## config.mk

```make
export PLATFORM = sky130hd
export DESIGN_NAME = instr_fetch_unit
export DESIGN_NICKNAME = d
export VERILOG_FILES = /design/src/rtl/cpu_pkg.sv /design/src/rtl/fetch_pc_counter.sv /design/src/rtl/instr_fetch_unit.sv
export SDC_FILE = /design/constraint.sdc
export NUM_CORES = 1
export LEC_CHECK = 0
export CAP_MARGIN = 20
export CORE_MARGIN = 2
export CORE_UTILIZATION = 44
export DETAILED_ROUTE_END_ITERATION = 10
export PLACE_DENSITY = 0.88
export SLEW_MARGIN = 20
export SYNTH_ARGS = -nofsm -noshare
export SYNTH_HDL_FRONTEND = slang
export SYNTH_SLANG_ARGS = --single-unit
```

## constraint.sdc

```tcl
create_clock -name clk -period 2.4 [get_ports clk]
set_input_delay 0.48 -clock clk [delete_from_list [all_inputs] [get_ports clk]]
set_output_delay 0.48 -clock clk [all_outputs]
set_load 0.05 [all_outputs]
```

## src/rtl/cpu_pkg.sv

```systemverilog
// Shared definitions for the accumulator processor: field widths, opcode
// encoding and the instruction-fetch FSM state encoding.
package cpu_pkg;

    localparam int DEF_ADDR_W  = 5;
    localparam int DEF_OPC_W   = 3;
    localparam int DEF_INSTR_W = DEF_OPC_W + DEF_ADDR_W;

    localparam logic [2:0] OP_LDA  = 3'b000;
    localparam logic [2:0] OP_SUB  = 3'b001;
    localparam logic [2:0] OP_AND  = 3'b010;
    localparam logic [2:0] OP_OR   = 3'b011;
    localparam logic [2:0] OP_NOT  = 3'b100;
    localparam logic [2:0] OP_XOR  = 3'b101;
    localparam logic [2:0] OP_XNOR = 3'b110;
    localparam logic [2:0] OP_JMP  = 3'b111;

    localparam logic [1:0] FS_IDLE  = 2'd0;
    localparam logic [1:0] FS_REQ   = 2'd1;
    localparam logic [1:0] FS_ISSUE = 2'd2;

    // pc_src without jmp_uncond is reserved for conditional branches and
    // currently falls through to the sequential path.
    function automatic logic take_jump(input logic pc_src, input logic jmp_uncond);
        return pc_src & jmp_uncond;
    endfunction

endpackage

```

## src/rtl/fetch_pc_counter.sv

```systemverilog
// Program counter register: a jump target load takes priority over the
// sequential increment, which wraps modulo 2^ADDR_W.
module fetch_pc_counter
    import cpu_pkg::*;
#(
    parameter int ADDR_W = DEF_ADDR_W
) (
    input  logic              clk,
    input  logic              rst_n,
    input  logic              load,
    input  logic [ADDR_W-1:0] target,
    input  logic              inc,
    output logic [ADDR_W-1:0] pc
);

    always_ff @(posedge clk or negedge rst_n) begin
        if (!rst_n) begin
            pc <= '0;
        end else if (load) begin
            pc <= target;
        end else if (inc) begin
            pc <= pc + 1'b1;
        end
    end

endmodule

```

## src/rtl/instr_fetch_unit.sv

```systemverilog
// Instruction fetch unit: requests the word at pc, registers opcode/operand
// for the controller and steps pc (sequential or jump) when execution accepts.
module instr_fetch_unit
    import cpu_pkg::*;
#(
    parameter int ADDR_W  = DEF_ADDR_W,
    parameter int OPC_W   = DEF_OPC_W,
    parameter int INSTR_W = DEF_INSTR_W
) (
    input  logic               clk,
    input  logic               rst_n,
    input  logic               en,
    output logic               imem_req,
    output logic [ADDR_W-1:0]  imem_addr,
    input  logic [INSTR_W-1:0] imem_rdata,
    input  logic               imem_ack,
    output logic [OPC_W-1:0]   opcode,
    output logic [ADDR_W-1:0]  operand,
    output logic               instr_valid,
    input  logic               exec_ready,
    input  logic               pc_src,
    input  logic               jmp_uncond,
    output logic [ADDR_W-1:0]  pc
);

    logic [1:0] state;
    logic [1:0] state_nxt;
    logic       fetch_done;
    logic       accept;
    logic       jump;

    // Handshakes: a memory read completes on the edge where imem_req and
    // imem_ack are both high; an instruction is accepted on the edge where
    // instr_valid and exec_ready are both high. Neither side withdraws.
    assign fetch_done = (state == FS_REQ) && imem_ack;
    assign accept     = (state == FS_ISSUE) && exec_ready;
    assign jump       = accept && take_jump(pc_src, jmp_uncond);

    always_comb begin
        state_nxt = state;
        case (state)
            FS_IDLE:  if (en) state_nxt = FS_REQ;
            FS_REQ:   if (imem_ack) state_nxt = FS_ISSUE;
            FS_ISSUE: if (exec_ready) state_nxt = en ? FS_REQ : FS_IDLE;
            default:  state_nxt = FS_IDLE;
        endcase
    end

    always_ff @(posedge clk or negedge rst_n) begin
        if (!rst_n) begin
            state <= FS_IDLE;
        end else begin
            state <= state_nxt;
        end
    end

    always_ff @(posedge clk or negedge rst_n) begin
        if (!rst_n) begin
            opcode  <= '0;
            operand <= '0;
        end else if (fetch_done) begin
            opcode  <= imem_rdata[INSTR_W-1 -: OPC_W];
            operand <= imem_rdata[ADDR_W-1:0];
        end
    end

    // Address is forced to zero outside REQ so the bus is quiet when idle.
    assign imem_req    = (state == FS_REQ);
    assign imem_addr   = imem_req ? pc : '0;
    assign instr_valid = (state == FS_ISSUE);

    fetch_pc_counter #(
        .ADDR_W (ADDR_W)
    ) u_pc (
        .clk    (clk),
        .rst_n  (rst_n),
        .load   (jump),
        .target (operand),
        .inc    (accept && !jump),
        .pc     (pc)
    );

endmodule

```

# --- After elaboration in Yosys (flattened, before gate mapping) ---
# Cells that the tools add are included.
totals:
  regBits: 15
  latchBits: 0
  ram_bits: 0
  rom_bits: 0
  inputBits: 15
  output_inout_bits: 20
  word_cells: 27
  memories: 0
op_classes:
  addsub: 1
  n_mul: 0
  n_div: 0
  magnitude_cmp: 0
  n_eq_ne: 5
  n_shift: 0
  n_mux: 8
  n_bitwise: 1
  reduce_logical: 8
ops:
  columns: ["op", "n"]
  rows:
  - ["$mux W5", 3]
  - ["$mux W2", 3]
  - ["$pmux W2 S3", 1]
  - ["$add A5 B1 Y5 const B", 1]
  - ["$logic_and A1 B1 Y1", 4]
  - ["$ne A2 B1 Y1 const B", 2]
  - ["$reduce_and A3 Y1", 1]
  - ["$eq A2 B1 Y1 const B", 1]
  - ["$eq A2 B2 Y1 const B", 1]
  - ["$logic_not A2 Y1", 1]
  - ["$ne A2 B2 Y1 const B", 1]
  - ["$reduce_bool A2 Y1", 1]
  - ["$and A1 B1 Y1", 1]
  - ["$logic_not A1 Y1", 1]
  - ["$mux W1", 1]

# --- Depth between registers and ports, before layout ---
depth:
  word_depth: 7
  depth_mapped: 4

# --- Cells and area by module ---
# From an unflattened synthesis, not the netlist that was laid out.
hier_totals:
  hier_cells: 59
  hier_area_um2: 704.4
by_module_without_submodules:
  columns: ["module", "n_inst", "cells_per_inst", "area_each_um2", "seq_area_each_um2"]
  rows:
  - ["instr_fetch_unit", 1, 35, 455.4, 250.2]
  - ["fetch_pc_counter", 1, 24, 249.0, 125.1]

# --- Worst setup path after synthesis ---
# Ideal clock, no wire load.
synth_path:
  path_type: "register to output"
  startpoint: "register u_pc.pc[0]"
  endpoint: "output port imem_addr[0]"
  t_arrival_ps: 1186
  required_ps: 1920
  slack_ps: 734
  path_stages_with_launch: 2
  path_cell_list: "dfrtp_1 > and2_1"
synth_between:
  elab_chain_len: 1
synth_lines:
  columns: ["element", "line", "text"]
  rows:
  - ["from (decl)", "fetch_pc_counter.sv:13", "output logic [ADDR_W-1:0] pc"]
  - ["from (signal assigned)", "fetch_pc_counter.sv:20", "pc <= target;"]
  - ["from (signal assigned)", "fetch_pc_counter.sv:22", "pc <= pc + 1'b1;"]
  - ["$mux W5", "instr_fetch_unit.sv:69", "assign imem_addr = imem_req ? pc : '0;"]
  - ["to (decl)", "instr_fetch_unit.sv:14", "output logic [ADDR_W-1:0] imem_addr,"]
# No other way between the ends.

# --- Worst setup path after layout ---
layout_path:
  startpoint: "register state[0]"
  endpoint: "output port imem_req"
layout_between:
  elab_chain_len: 1
layout_lines:
  columns: ["element", "line", "text"]
  rows:
  - ["from (decl)", "instr_fetch_unit.sv:26", "logic [1:0] state;"]
  - ["from (signal assigned)", "instr_fetch_unit.sv:53", "state <= state_nxt;"]
  - ["$eq A2 B1 Y1", "instr_fetch_unit.sv:68", "assign imem_req = (state == FS_REQ);"]
  - ["to (decl)", "instr_fetch_unit.sv:13", "output logic imem_req,"]
# No other way between the ends.

==> impl_metrics.tcl <==
set metrics [dict create \
    seq_area_frac_synth 0.471 \
    htreeDepth 1 \
    post-cts-setup-buffers 0 \
    rsz0062_at_grt "no" \
    rows 15 \
    die_x_um 46.6 \
    syn_inst 67 \
    mostFrequentLayoutCells "29 x clkdlybuf4s50_1, 15 x dfrtp_1, 10 x o21ai_0, 8 x mux2_4" \
    cts_tree "done" \
    use_met2 0.303 \
    busiest_layer "met2" \
    ant_nets 0 \
    skew_ns 0.00143 \
    final_cells 127 \
    yosys_register_bits 15 \
    fp.dieArea_mm2 0.00217 \
    grt_overflow 0 \
    max_freq_ghz 0.434 \
    setup_violations 0 \
    tns_ns 0 \
    maxCapViolCount 0 \
    drv_slew 0 \
    start_util 0.467 \
    grt_use_met1 0.235 \
    grt_max_degree 16 \
    nFillCells 143 \
    pre_cts_slack_ns 0.387 \
    worst_slack_ns 0.0964 \
    routed_via_density 5.18 \
    drive_gt1_frac 0.176 \
    ir_drop_v 0.000983 \
    vias 658 \
    wire_per_inst_um 13.7 \
    clkTransAtPathRegs_ns 0.08 \
    p_leak_nw 0.538 \
    cts_hold_buf 0 \
    clk_path_buf_depth 2 \
    syn_avg_cell_area_um2 11.9 \
    relSlewSlack 0.570 \
    first_global_vias 648 \
    cp_max_fo 7 \
    grt_pass1_wl_um 2760 \
    mostFrequentLayoutCell "clkdlybuf4s50_1" \
    fin_util 0.680 \
    clockRootBuffer "clkbuf_4" \
    dp_cells 123 \
    dr.pass1.iters 4 \
    synth_nets 83 \
    cts_sinks 15 \
    met3_usage 0.0353 \
    hold_violations 0 \
    numCtsBuffers 3 \
    worstHoldPathType "reg2reg" \
    dp_hpwl_um 1380 \
    cp.arrival_ns 1.82 \
    fin_nets 119 \
    timing.final.crit_share 0.960 \
    die_h_um 46.6 \
    ios 35 \
    area_delta_synth_final_pct 45.7 \
    place_congestion 0.751 \
    cts-resized-gates 0 \
    cp-start-kind "flip-flop" \
    drtIter0Drc 7 \
    synth.distinct_cells 18 \
    antenna_found_initial 0 \
    yosysWarnings 0 \
    drc 0 \
    period_needed_ns 2.30 \
    core_mm2 0.00171 \
    p_per_area_mw_per_mm2 1530 \
    endpoint_kind "output pin" \
    worst_pin_slew_ns 0.642 \
    postRouteWirelength_um 1740 \
    clock_latency_ns 0.27 \
    holdWs_ns 0.529 \
    synth_area_um2 797 \
    cp.required_ns 1.92 \
    port_buffers 34 \
    n_antenna_cell 0 \
    outcome "finished, final reports clean" \
    grt_usage 0.188 \
    critPathKind "reg2out" \
]
[state kept, by name, summed over array words and instances (netlist names)]
signal and count:
opcode 3, u_pc.pc 5, operand 5, state 2
[layer usage]
layer  vias up  wire (um)  part of all wire
met5         -          0                 0
met4         0         19             0.011
met3         2        123             0.071
met2        25        864              0.50
met1       324        730              0.42
li1        307          -                 -
[final cells by class]
| class | instances | area, um^2 | share of cell area |
|---|---|---|---|
| timing repair buffer | 34 | 328 | 0.282 |
| clock buffer | 4 | 26.3 | 0.0226 |
| multi-input combinational | 46 | 389 | 0.335 |
| inverter | 3 | 11.3 | 0.00970 |
| sequential | 15 | 375 | 0.323 |
| tap | 25 | 31.3 | 0.0269 |
[synthesized netlist by cell type, drive strengths merged]
cell	count	area, um^2
o21ai	10	50.1
nand2b	1	6.26
buf	3	21.3
inv	3	11.3
nand2	4	31.3
mux2i	4	40.0
ha	1	12.5
dfrtp	15	375
nor2b	2	20.0
a21oi	3	15.0
and2	5	31.3
a32oi	4	35.0
mux2	8	120
and3	2	12.5
nand3b	2	15.0
[power by group]
part	total [W]	switching, W	internal [W]
combinational	0.00114	0.000704	0.000435
sequential	0.000498	0.000126	0.000372
clock	0.000141	0.0000766	0.0000644
[metrics by stage]
step | total power, W | instance area [um^2]
after floorplan | 0.00128 | 797
after global placement | 0.00162 | 1130
after detailed placement | 0.00165 | 1130
after CTS | 0.00179 | 1160
after global routing | 0.00187 | 1160
final | 0.00178 | 1160
[final timing paths]
check                                       startpoint                     end  slack, ns  cells past startpoint
worst max register to register  u_pc.pc[0]$_DFFE_PN0P_  u_pc.pc[4]$_DFFE_PN0P_       1.14                      4
worst min register to register   opcode[2]$_DFFE_PN0P_   opcode[2]$_DFFE_PN0P_       0.53                      1
worst min-delay path             opcode[2]$_DFFE_PN0P_   opcode[2]$_DFFE_PN0P_       0.53                      1
max in group asynchronous                        rst_n   opcode[0]$_DFFE_PN0P_       1.40                      1
min in group asynchronous                        rst_n  u_pc.pc[3]$_DFFE_PN0P_       0.59                      1
worst max-delay path              state[0]$_DFFE_PN0P_                imem_req        0.1                      2
[cell families after synthesis]
kind of cell / after synthesis / share of synthesized area
muxes: 12 / 0.201
DFF: 15 / 0.471
adders and majority gates: 1 / 0.0157
buffers and inverters: 6 / 0.0408
AOI/OAI and AO/OA: 17 / 0.126
and+or+nand+nor: 16 / 0.146
[critical path, stage by stage, from the launching register on]
cell             delay (ns)
dfrtp_1                0.41
nor2b_4                0.29
clkdlybuf4s50_1        0.85
Power figures use the tool's default switching activity.
